==> src/rtl/tdm_pkg.sv <==
// tdm_pkg: shared types and sizing helpers for the TDM receive demultiplexer.
//   state_t  : receiver FSM states (HUNT for frame sync, RUN once aligned)
//   NCH_DEF  : default channel count
//   W_DEF    : default channel word width
//   cnt_w()  : counter width for a counter holding 0..n-1 (never below 1)
package tdm_pkg;

  typedef enum logic {HUNT, RUN} state_t;

  localparam int NCH_DEF = 4;
  localparam int W_DEF   = 8;

  function automatic int cnt_w(input int n);
    return (n <= 2) ? 1 : $clog2(n);
  endfunction

endpackage

==> src/rtl/tdm_slot_ctr.sv <==
// tdm_slot_ctr: bit-in-slot and slot-in-frame position counters.
//   clk, rst       : clock, async active-high reset
//   adv            : one serial bit accepted in normal flow
//   restart        : sync restart, current bit becomes bit 0 of slot 0
//   slot           : current slot index
//   last_bit       : current bit is the last bit of its slot
//   frame_boundary : next bit starts a new frame (slot 0, bit 0)
module tdm_slot_ctr import tdm_pkg::*; #(
  parameter int NCH       = NCH_DEF,
  parameter int SLOT_BITS = W_DEF,
  parameter int SW        = cnt_w(NCH),
  parameter int BW        = cnt_w(W_DEF + 1)
) (
  input  logic          clk,
  input  logic          rst,
  input  logic          adv,
  input  logic          restart,
  output logic [SW-1:0] slot,
  output logic          last_bit,
  output logic          frame_boundary
);

  logic [BW-1:0] bit_cnt;

  assign last_bit       = (bit_cnt == BW'(SLOT_BITS - 1));
  assign frame_boundary = (slot == '0) && (bit_cnt == '0);

  always_ff @(posedge clk or posedge rst) begin
    if (rst) begin
      bit_cnt <= '0;
      slot    <= '0;
    end else if (restart) begin
      // the sync bit itself is bit 0, so the next expected bit is 1
      bit_cnt <= BW'(1);
      slot    <= '0;
    end else if (adv) begin
      if (last_bit) begin
        bit_cnt <= '0;
        slot    <= (slot == SW'(NCH - 1)) ? '0 : slot + 1'b1;
      end else begin
        bit_cnt <= bit_cnt + 1'b1;
      end
    end
  end

endmodule

==> src/rtl/tdm_demux.sv <==
// tdm_demux: serial TDM stream -> NCH parallel channel words.
//   clk, rst   : clock, async active-high reset
//   din        : serial bit, MSB first, sampled when en=1
//   en         : bit strobe
//   sync       : frame marker (qualified by en), din is bit 0 of slot 0
//   dout       : channel words, slot k at [k*W +: W]
//   dout_valid : one-cycle per-slot pulse when that word updates
//   frame_err  : one-cycle pulse on a misaligned sync
//   parity_err : one-cycle per-slot even-parity failure
// Build option: TDM_PARITY_EN adds one even-parity bit after each word.
module tdm_demux import tdm_pkg::*; #(
  parameter int NCH = NCH_DEF,
  parameter int W   = W_DEF
) (
  input  logic             clk,
  input  logic             rst,
  input  logic             din,
  input  logic             en,
  input  logic             sync,
  output logic [NCH*W-1:0] dout,
  output logic [NCH-1:0]   dout_valid,
  output logic             frame_err,
  output logic [NCH-1:0]   parity_err
);

`ifdef TDM_PARITY_EN
  localparam int SB = W + 1;
  localparam int SR = W;      // data bits held while the parity bit arrives
`else
  localparam int SB = W;
  localparam int SR = W - 1;  // last data bit is taken straight from din
`endif
  localparam int SW = cnt_w(NCH);
  localparam int BW = cnt_w(W + 1);

  state_t                 state, state_nxt;
  logic [SR-1:0]          shreg;
  logic [W-1:0]           word;
  logic [SW-1:0]          slot;
  logic                   last_bit, frame_boundary;
  logic                   adv, restart, misalign, complete;
  logic [NCH-1:0]         hit;
  logic [NCH-1:0][W-1:0]  dout_q;

  tdm_slot_ctr #(.NCH(NCH), .SLOT_BITS(SB), .SW(SW), .BW(BW)) u_ctr (
    .clk            (clk),
    .rst            (rst),
    .adv            (adv),
    .restart        (restart),
    .slot           (slot),
    .last_bit       (last_bit),
    .frame_boundary (frame_boundary)
  );

  always_ff @(posedge clk or posedge rst) begin
    if (rst) state <= HUNT;
    else     state <= state_nxt;
  end

  always_comb begin
    state_nxt = state;
    adv       = 1'b0;
    restart   = 1'b0;
    misalign  = 1'b0;
    case (state)
      HUNT: if (en && sync) begin
        state_nxt = RUN;
        restart   = 1'b1;
      end
      RUN: if (en) begin
        // sync anywhere but a frame boundary (including a slot's last bit)
        // drops the partial word and realigns on this bit
        if (sync && !frame_boundary) begin
          misalign = 1'b1;
          restart  = 1'b1;
        end else begin
          adv = 1'b1;
        end
      end
      default: state_nxt = HUNT;
    endcase
  end

  assign complete = adv && last_bit;

  always_ff @(posedge clk or posedge rst) begin
    if (rst)          shreg <= '0;
    else if (restart) shreg <= SR'(din);
    else if (adv)     shreg <= SR'({shreg, din});
  end

`ifdef TDM_PARITY_EN
  logic perr_bit;
  assign word     = shreg;
  assign perr_bit = ^{shreg, din};
`else
  assign word = {shreg, din};
`endif

  for (genvar k = 0; k < NCH; k++) begin : g_slot
    assign hit[k] = complete && (slot == SW'(k));
  end

  always_ff @(posedge clk or posedge rst) begin
    if (rst) begin
      dout_q     <= '0;
      dout_valid <= '0;
      frame_err  <= 1'b0;
    end else begin
      dout_valid <= hit;
      frame_err  <= misalign;
      for (int k = 0; k < NCH; k++)
        if (hit[k]) dout_q[k] <= word;
    end
  end

`ifdef TDM_PARITY_EN
  always_ff @(posedge clk or posedge rst) begin
    if (rst) parity_err <= '0;
    else     parity_err <= hit & {NCH{perr_bit}};
  end
`else
  assign parity_err = '0;
`endif

  assign dout = dout_q;

endmodule

==> config.mk <==
export PLATFORM = sky130hd
export DESIGN_NAME = tdm_demux
export DESIGN_NICKNAME = d
export VERILOG_FILES = /design/src/rtl/tdm_pkg.sv /design/src/rtl/tdm_slot_ctr.sv /design/src/rtl/tdm_demux.sv
export SDC_FILE = /design/constraint.sdc
export NUM_CORES = 1
export LEC_CHECK = 0
export BUFFER_PORTS_ARGS = -buffer_cell sky130_fd_sc_hd__buf_4
export CORE_MARGIN = 5
export CORE_UTILIZATION = 56
export CTS_BUF_LIST = sky130_fd_sc_hd__clkbuf_4
export CTS_CLUSTER_DIAMETER = 120
export CTS_CLUSTER_SIZE = 16
export DETAILED_ROUTE_END_ITERATION = 16
export PLACE_DENSITY = 0.85
export SYNTH_ARGS = -nofsm -noshare
export SYNTH_HDL_FRONTEND = slang
export SYNTH_SLANG_ARGS = --single-unit
==> constraint.sdc <==
create_clock -name clk -period 2.4 [get_ports clk]
set_input_delay 0.24 -clock clk [delete_from_list [all_inputs] [get_ports clk]]
set_output_delay 0.24 -clock clk [all_outputs]
set_load 0.01 [all_outputs]
==> summary.txt, run 1 <==
Run status
  • Status: finished clean

Global routing
  • Overflow after GRT: 0
  • Largest net degree at the start of global routing: 24
  • First-pass GRT wire length: slightly below 7 mm
  • Antenna violations before repair: 0
  • Vias in the first global route: 1406
  • Total global-route track usage: between 15 and 20%

Synthesis
  • Netlist cell types: 21
  • Number of enable flip-flop cells after synthesis: 0
  • Post-synth top area share: 60.0%
  • Ys flop type: dfrtp_1
  • Cell count after synthesis: between 100 and 150
  • Synthesized cell area: between 2000 and 2500 um^2
  • Asr flop ratio synth: 100%
  • Synth top area cells: dfrtp_1, mux2_2, mux2i_1
  • Post-synth top cells: dfrtp_1, mux2_2, nor2_1, mux2i_1, nand2_1
  • Sequential area share after synthesis: roughly 60%
  • Cell with the most instances after synthesis: dfrtp_1
  • FF+latch count, synth: 51
  • Syn avg cell area: 14.5 um^2
  • Yosys synthesis warning count: 0
  • Cell taking the most area after synthesis: dfrtp_1

Clock network
  • Clock slew at reported path FFs: around 0.15 ns
  • Root cell of the clock tree: clkbuf_4
  • Total CTS buffers: 5
  • CTS tree: yes
  • Longest Clk Path Bufs: 2
  • Clock sinks: slightly above 50
  • Clock latency on the worst-skew pair: approximately 0.37 ns
  • H-tree level count: 2

Timing
  • Fin. max-slew vios: 0
  • Relative slew slack: a little under three fifths
  • Fin crit share: about 93%
  • Final WS setup: ~0.17 ns
  • Clock Skew: between 0.007 and 0.008 ns
  • Hold Vio Cnt, Final: 0
  • Final-report setup violation count: 0
  • Worst Tran Pin Value: around 0.65 ns
  • Setup TNS: 0 ns
  • RSZ-0062 raised after global routing: no
  • Max frequency: 448 MHz
  • Final Critical Period: approximately 2.2 ns

Worst setup path
  • Worst Reg2Reg Path Length in Cells: 7
  • Critical path, cell by cell: inv_1 > ha_1 > nand4bb_4 > a2111oi_4 > and2_1 > buf_4 > mux2_2
  • Crit start category: flip-flop
  • CP Max Fanout: 6
  • Crit Path Class: flip-flop to flip-flop
  • WP buf/inv: 2
  • WP data required: between 2 and 3 ns
  • Critical path depth: 7
  • Worst path slowest cell: a2111oi_4
  • Worst EP arrival: around 2.5 ns
  • R2r startpoint: u_ctr.slot[0]
  • CP delay by family, top: compound AO/OA/AOI/OAI gates
  • CP Launch Point: u_ctr.slot[0]
  • Slowest stage delay, CP: about 0.46 ns
  • Worst setup EP type: flip-flop

Layout
  • Diode count: 0
  • Layout Nets: 208
  • Non-filler cells, final: 246
  • Area grow syn2layout: 21.2%
  • Area used by multi-input combinational logic: ~770 um^2
  • Filler cells: between 200 and 300
  • Design area: between 2000 and 3000 um^2
  • Share of cells above drive strength 1: 46.0%
  • Reg area: between 1000 and 1500 um^2

Die
  • I/O Pins: 46
  • Starting Density: roughly three fifths
  • Core footprint: roughly 3700 um^2
  • Die Width: approximately 72 um
  • Std cell rows: 22
  • Die height: around 72 um
  • Die area: 5130 um^2

Detailed routing
  • Average wire per standard cell: approximately 16 um
  • Total wire length: 4.01 mm
  • Post-route ant nets: 0
  • Drt drc: 0
  • Detailed Route Iter0 Violations: 25
  • DR pass1 iterations: 6
  • Via density: about 5.3
  • Via count: 1292

Placement
  • I/O Buffers: 41
  • HPWL Detailed: slightly above 3 mm
  • Placed Cells: between 200 and 250
  • Placed inst area: 2500 um^2
  • GP Congestion: ~0.75
  • Setup Slack @ Placement: -0.000129 ns

Power
  • Max rail drop VDD: 0.436 mV
  • Lkg Pwr: between 1 and 1.5 nW
  • Power, Total: 1.79 mW
  • Power Dens Cells: ~690 nW/um^2

Min path
  • Worst hold path depth: 3
  • Hold Crit Class: primary input to flip-flop
  • Hold_sp: sync

Flow run
  • Max Cap Violations: 0
-- layout by cell type (no fill, tap or decap), types with 3 or more instances in the layout --
cell	Yosys	final
and2_1	4	3
mux2_2	31	31
buf_4	4	45
mux2i_1	9	9
inv_1	6	5
ha_1	6	6
conb_1	1	4
clkbuf_4	0	5
nor2_1	10	10
nand2_1	7	7
dfrtp_1	51	51
-- registers in the layout (all words and copies together) (netlist names) --
name,count
dout_valid,4
u_ctr.bit_cnt,4
u_ctr.slot,2
shreg,7
frame_err,1
dout,32
state,1
-- worst min-delay path: stages --
cell,delay [ns]
buf_4,0.14
nand2_1,0.06
nor2_1,0.04
-- per-stage QoR --
stage | hold WS, ns | utilization (%)
final | 0.126 | 70.4
after CTS | 0.108 | 70.4
after global placement | 0.269 | 68.3
after floorplan | 0.353 | -
after detailed placement | 0.284 | 68.3
after global routing | 0.105 | 70.4
-- where the power goes --
group	switching [mW]	internal [mW]	leakage (nW)
registers	0.0962	0.945	0.695
logic	0.170	0.171	0.624
clock network	0.277	0.125	0.0373
-- cell families after synthesis --
family / synth area share [%]
compound gates: 3.82
fa+ha+maj: 3.53
buf+inv: 4.59
flops: 60.0
mux: 21.7
other cells: 0.176
simple gates: 6.18
-- layout make-up --
type | instances | share of cell area [%]
sequential | 51 | 49.5
inverter | 6 | 0.873
timing repair buffer | 48 | 15.0
multi-input combinational | 85 | 29.7
clock inverter | 3 | 1.12
tap | 48 | 2.33
clock buffer | 5 | 1.46
-- worst paths after layout --
kind,endpoint,slack [ns]
worst max-delay path,dout[9],0.17
worst min-delay path,frame_err,0.13
worst max register to register,dout[9],0.17
worst min register to register,dout[31],0.51
max in group asynchronous,shreg[3],1.40
min in group asynchronous,shreg[5],0.41
-- repair_timing --
item,CTS,global route
endpoints found under the hold margin,21,0
pin swaps,0,1
gates resized for setup,1,0
buffers inserted,0,0
setup endpoints to repair,1,10
hold buffers,1,0
-- layer usage --
metal / global-route usage [%] / routed length (um) / share of wire (%) / vias to the layer above
li1: - / - / - / 598
met1: 21.9 / 1770 / 44 / 644
met4: 5.01 / 57 / 1.4 / 0
met2: 28.3 / 1930 / 48 / 42
met3: 4.49 / 246 / 6.1 / 8
met5: 0 / 0 / 0 / -
No activity file was read; power rests on OpenSTA's default activity.
==> run 2, diff against run 1 <==
--- a/config.mk
+++ b/config.mk
@@ -12,7 +12,7 @@
 export CTS_CLUSTER_DIAMETER = 120
 export CTS_CLUSTER_SIZE = 16
 export DETAILED_ROUTE_END_ITERATION = 16
-export PLACE_DENSITY = 0.85
+export PLACE_DENSITY = 0.9
 export SYNTH_ARGS = -nofsm -noshare
 export SYNTH_HDL_FRONTEND = slang
 export SYNTH_SLANG_ARGS = --single-unit
==> run 2 against run 1 <==
First-iteration DRC count rose by 56%. Via count rose by 2.1%. Register-to-register slack barely moved. Utilization fell by 0.27 points. Critical path depth did not move. Count of clock-buffer cells in the layout did not move. Die area did not move. Non-clock buffer count did not move. Highest routed layer unchanged.
==> summary.txt, run 2 (synthesis results as in run 1) <==
Run status
  • Status: finished clean

Power
  • Power, Total: 1.86 mW (+4.3%)
  • Register share of total power: 55.9% (-2.5 points)
  • Lkg Pwr: 1.36 nW (+0.23%)
  • Internal Power: 1.34 mW (+7.6%)
  • Switching Fraction: 28.2% (-2.2 points)
  • Max rail drop VDD: 0.492 mV (+13%)
  • Comb power frac: 18.5% (-0.6 points)
  • Net Switching: 526 uW (-3.2%)
  • Power Dens Cells: 725 nW/um^2 (+4.7%)
  • Clock power share: 25.6% (+3.0 points)

Detailed routing
  • Post-route ant nets: 0 (unchanged)
  • Detailed Route Iter0 Violations: 39 (+56%)
  • DR pass1 iterations: 4 (-2)
  • Average wire per standard cell: 16.8 um (+3.3%)
  • Via count: 1319 (+2.1%)
  • Metal3 WL: 317 um (+29%)
  • DRT met1 WL: 1.71 mm (-3.2%)
  • Metal2 WL: 2.01 mm (+4.0%)
  • Total wire length: 4.14 mm (+3.3%)
  • Via density: 5.36 (+2.1%)
  • Max layer used: met4
  • Drt drc: 0 (unchanged)

Timing
  • Relative slew slack: 54.1% (-2.3 points)
  • Final WS setup: 0.164 ns (-0.00227 ns)
  • Fin. max-slew vios: 0 (unchanged)
  • Max frequency: 447 MHz (-0.10%)
  • Setup TNS: 0 ns (unchanged)
  • Fin crit share: 93.2% (+0.094 points)
  • Final-report setup violation count: 0 (unchanged)
  • Worst Tran Pin Value: 0.689 ns (+0.0351 ns)
  • Clock Skew: 0.0182 ns (+0.0110 ns)
  • Final Critical Period: 2.24 ns (+0.00227 ns)
  • Hold Vio Cnt, Final: 0 (unchanged)
  • RSZ-0062 raised after global routing: no

Placement
  • GP Congestion: 0.809 (+7.4%)
  • I/O Buffers: 41 (unchanged)
  • HPWL Detailed: 3.15 mm (+2.2%)
  • Setup Slack @ Placement: 0.00290 ns (+0.00303 ns)

Clock network
  • Clock latency on the worst-skew pair: 0.36 ns (about the same)
  • Clock slew at reported path FFs: 0.15 ns (about the same)
  • Root cell of the clock tree: clkbuf_4
  • Postcts setup bufs: 0 (unchanged)
  • CTS tree: yes
  • Longest Clk Path Bufs: 2 (unchanged)
  • Clock sinks: 51 (unchanged)
  • H-tree level count: 2 (unchanged)
  • Total CTS buffers: 5 (unchanged)

Layout
  • Area grow syn2layout: 20.8%
  • Layout Nets: 208 (unchanged)
  • Filler cells: 262 (+0.38%)
  • Commonest non-fill, non-tap cell in the layout: dfrtp_1
  • Max FFs per register: 32 (unchanged)
  • Reg area: 1280 um^2 (unchanged)
  • Area used by multi-input combinational logic: 766 um^2 (unchanged)
  • Most frequent cells in the layout: dfrtp_1, buf_4, mux2_2
  • Diode count: 0 (unchanged)
  • Share of cells above drive strength 1: 46.0% (unchanged)

Die
  • Std cell rows: 22 (unchanged)
  • Die Width: 71.6 um (unchanged)
  • Die area: 5130 um^2 (unchanged)
  • Die height: 71.6 um (unchanged)
  • Core footprint: 3660 um^2 (unchanged)
  • Starting Density: 58.1% (unchanged)
  • I/O Pins: 46 (unchanged)

Global routing
  • Vias in the first global route: 1374 (-2.3%)
  • Largest net degree at the start of global routing: 34 (+42%)
  • Total global-route track usage: 17.1% (+0.15 points)
  • Overflow after GRT: 0 (unchanged)
  • Antenna violations before repair: 0 (unchanged)
  • First-pass GRT wire length: 6.78 mm (-0.31%)

Worst setup path
  • Slowest stage delay, CP: 0.46 ns (about the same)
  • CP delay by family, top: compound AO/OA/AOI/OAI gates
  • Crit start category: flip-flop
  • CP Max Fanout: 6 (unchanged)
  • Critical path, cell by cell: inv_1 > ha_1 > nand4bb_4 > a2111oi_4 > and2_1 > buf_4 > mux2_2
  • WP buf/inv: 2 (unchanged)
  • Worst EP arrival: 2.48 ns (-0.03 ns)
  • Crit Path Class: flip-flop to flip-flop
  • Worst path slowest cell: a2111oi_4
  • Worst setup EP type: flip-flop
  • WP data required: 2.64 ns (-0.04 ns)

Min path
  • Hold Crit Class: primary input to flip-flop

Flow run
  • Max Cap Violations: 0 (unchanged)
[run 2: tightest hold or removal path: cells and delay by family]
family / cells / cell delay (ns)
buf+inv: 1 / 0.14
simple gates: 2 / 0.10
[run 2: per-stage QoR]
stage                     hold slack (ns)  std cells  cell area (um^2)  util [%]
after detailed placement            0.262        237              2480      67.6
after global routing                0.126        246              2570      70.2
after CTS                           0.129        246              2570      70.1
after global placement              0.244        237              2480      67.6
final                               0.144        246              2570      70.2
after floorplan                     0.353        150              2140         -
[run 2: layer usage]
layer  track usage, %  up-vias
met5                0        -
met4             6.68        0
met3             5.19       14
met2             27.2       55
met1             22.1      656
li1                 -      594
[run 2: final timing paths]
kind                                from        end  slack [ns]  cells after the start
min in group asynchronous            rst      state        0.40                      3
setup / recovery           u_ctr.slot[0]    dout[4]        0.16                      7
setup reg to reg           u_ctr.slot[0]    dout[4]        0.16                      7
hold / removal                      sync  frame_err        0.14                      3
max in group asynchronous            rst   dout[16]        1.26                      4
hold reg to reg                 dout[31]   dout[31]        0.52                      1
[run 2: area by class of cell]
class | count | share of cell area, %
Clock buffer | 5 | 1.46
Clock inverter | 3 | 1.70
Inverter | 6 | 0.877
Multi-Input combinational cell | 85 | 29.8
Sequential cell | 51 | 49.7
Tap cell | 48 | 2.34
Timing Repair Buffer | 48 | 14.1
[run 2: repair_timing]
action	4_1_cts	5_1_grt
hold buffers	1	0
endpoints found under the hold margin	18	0
gates resized for setup	0	1
setup endpoints to repair	0	17
[run 2: power groups by stage]
stage / registers [mW] / logic, mW / clock network, mW
global placement: 1.04 / 0.322 / 0
CTS: 1.04 / 0.348 / 0.484
floorplan: 1.04 / 0.219 / 0
global route: 1.05 / 0.382 / 0.521
detailed placement: 1.06 / 0.344 / 0
finish: 1.04 / 0.345 / 0.477
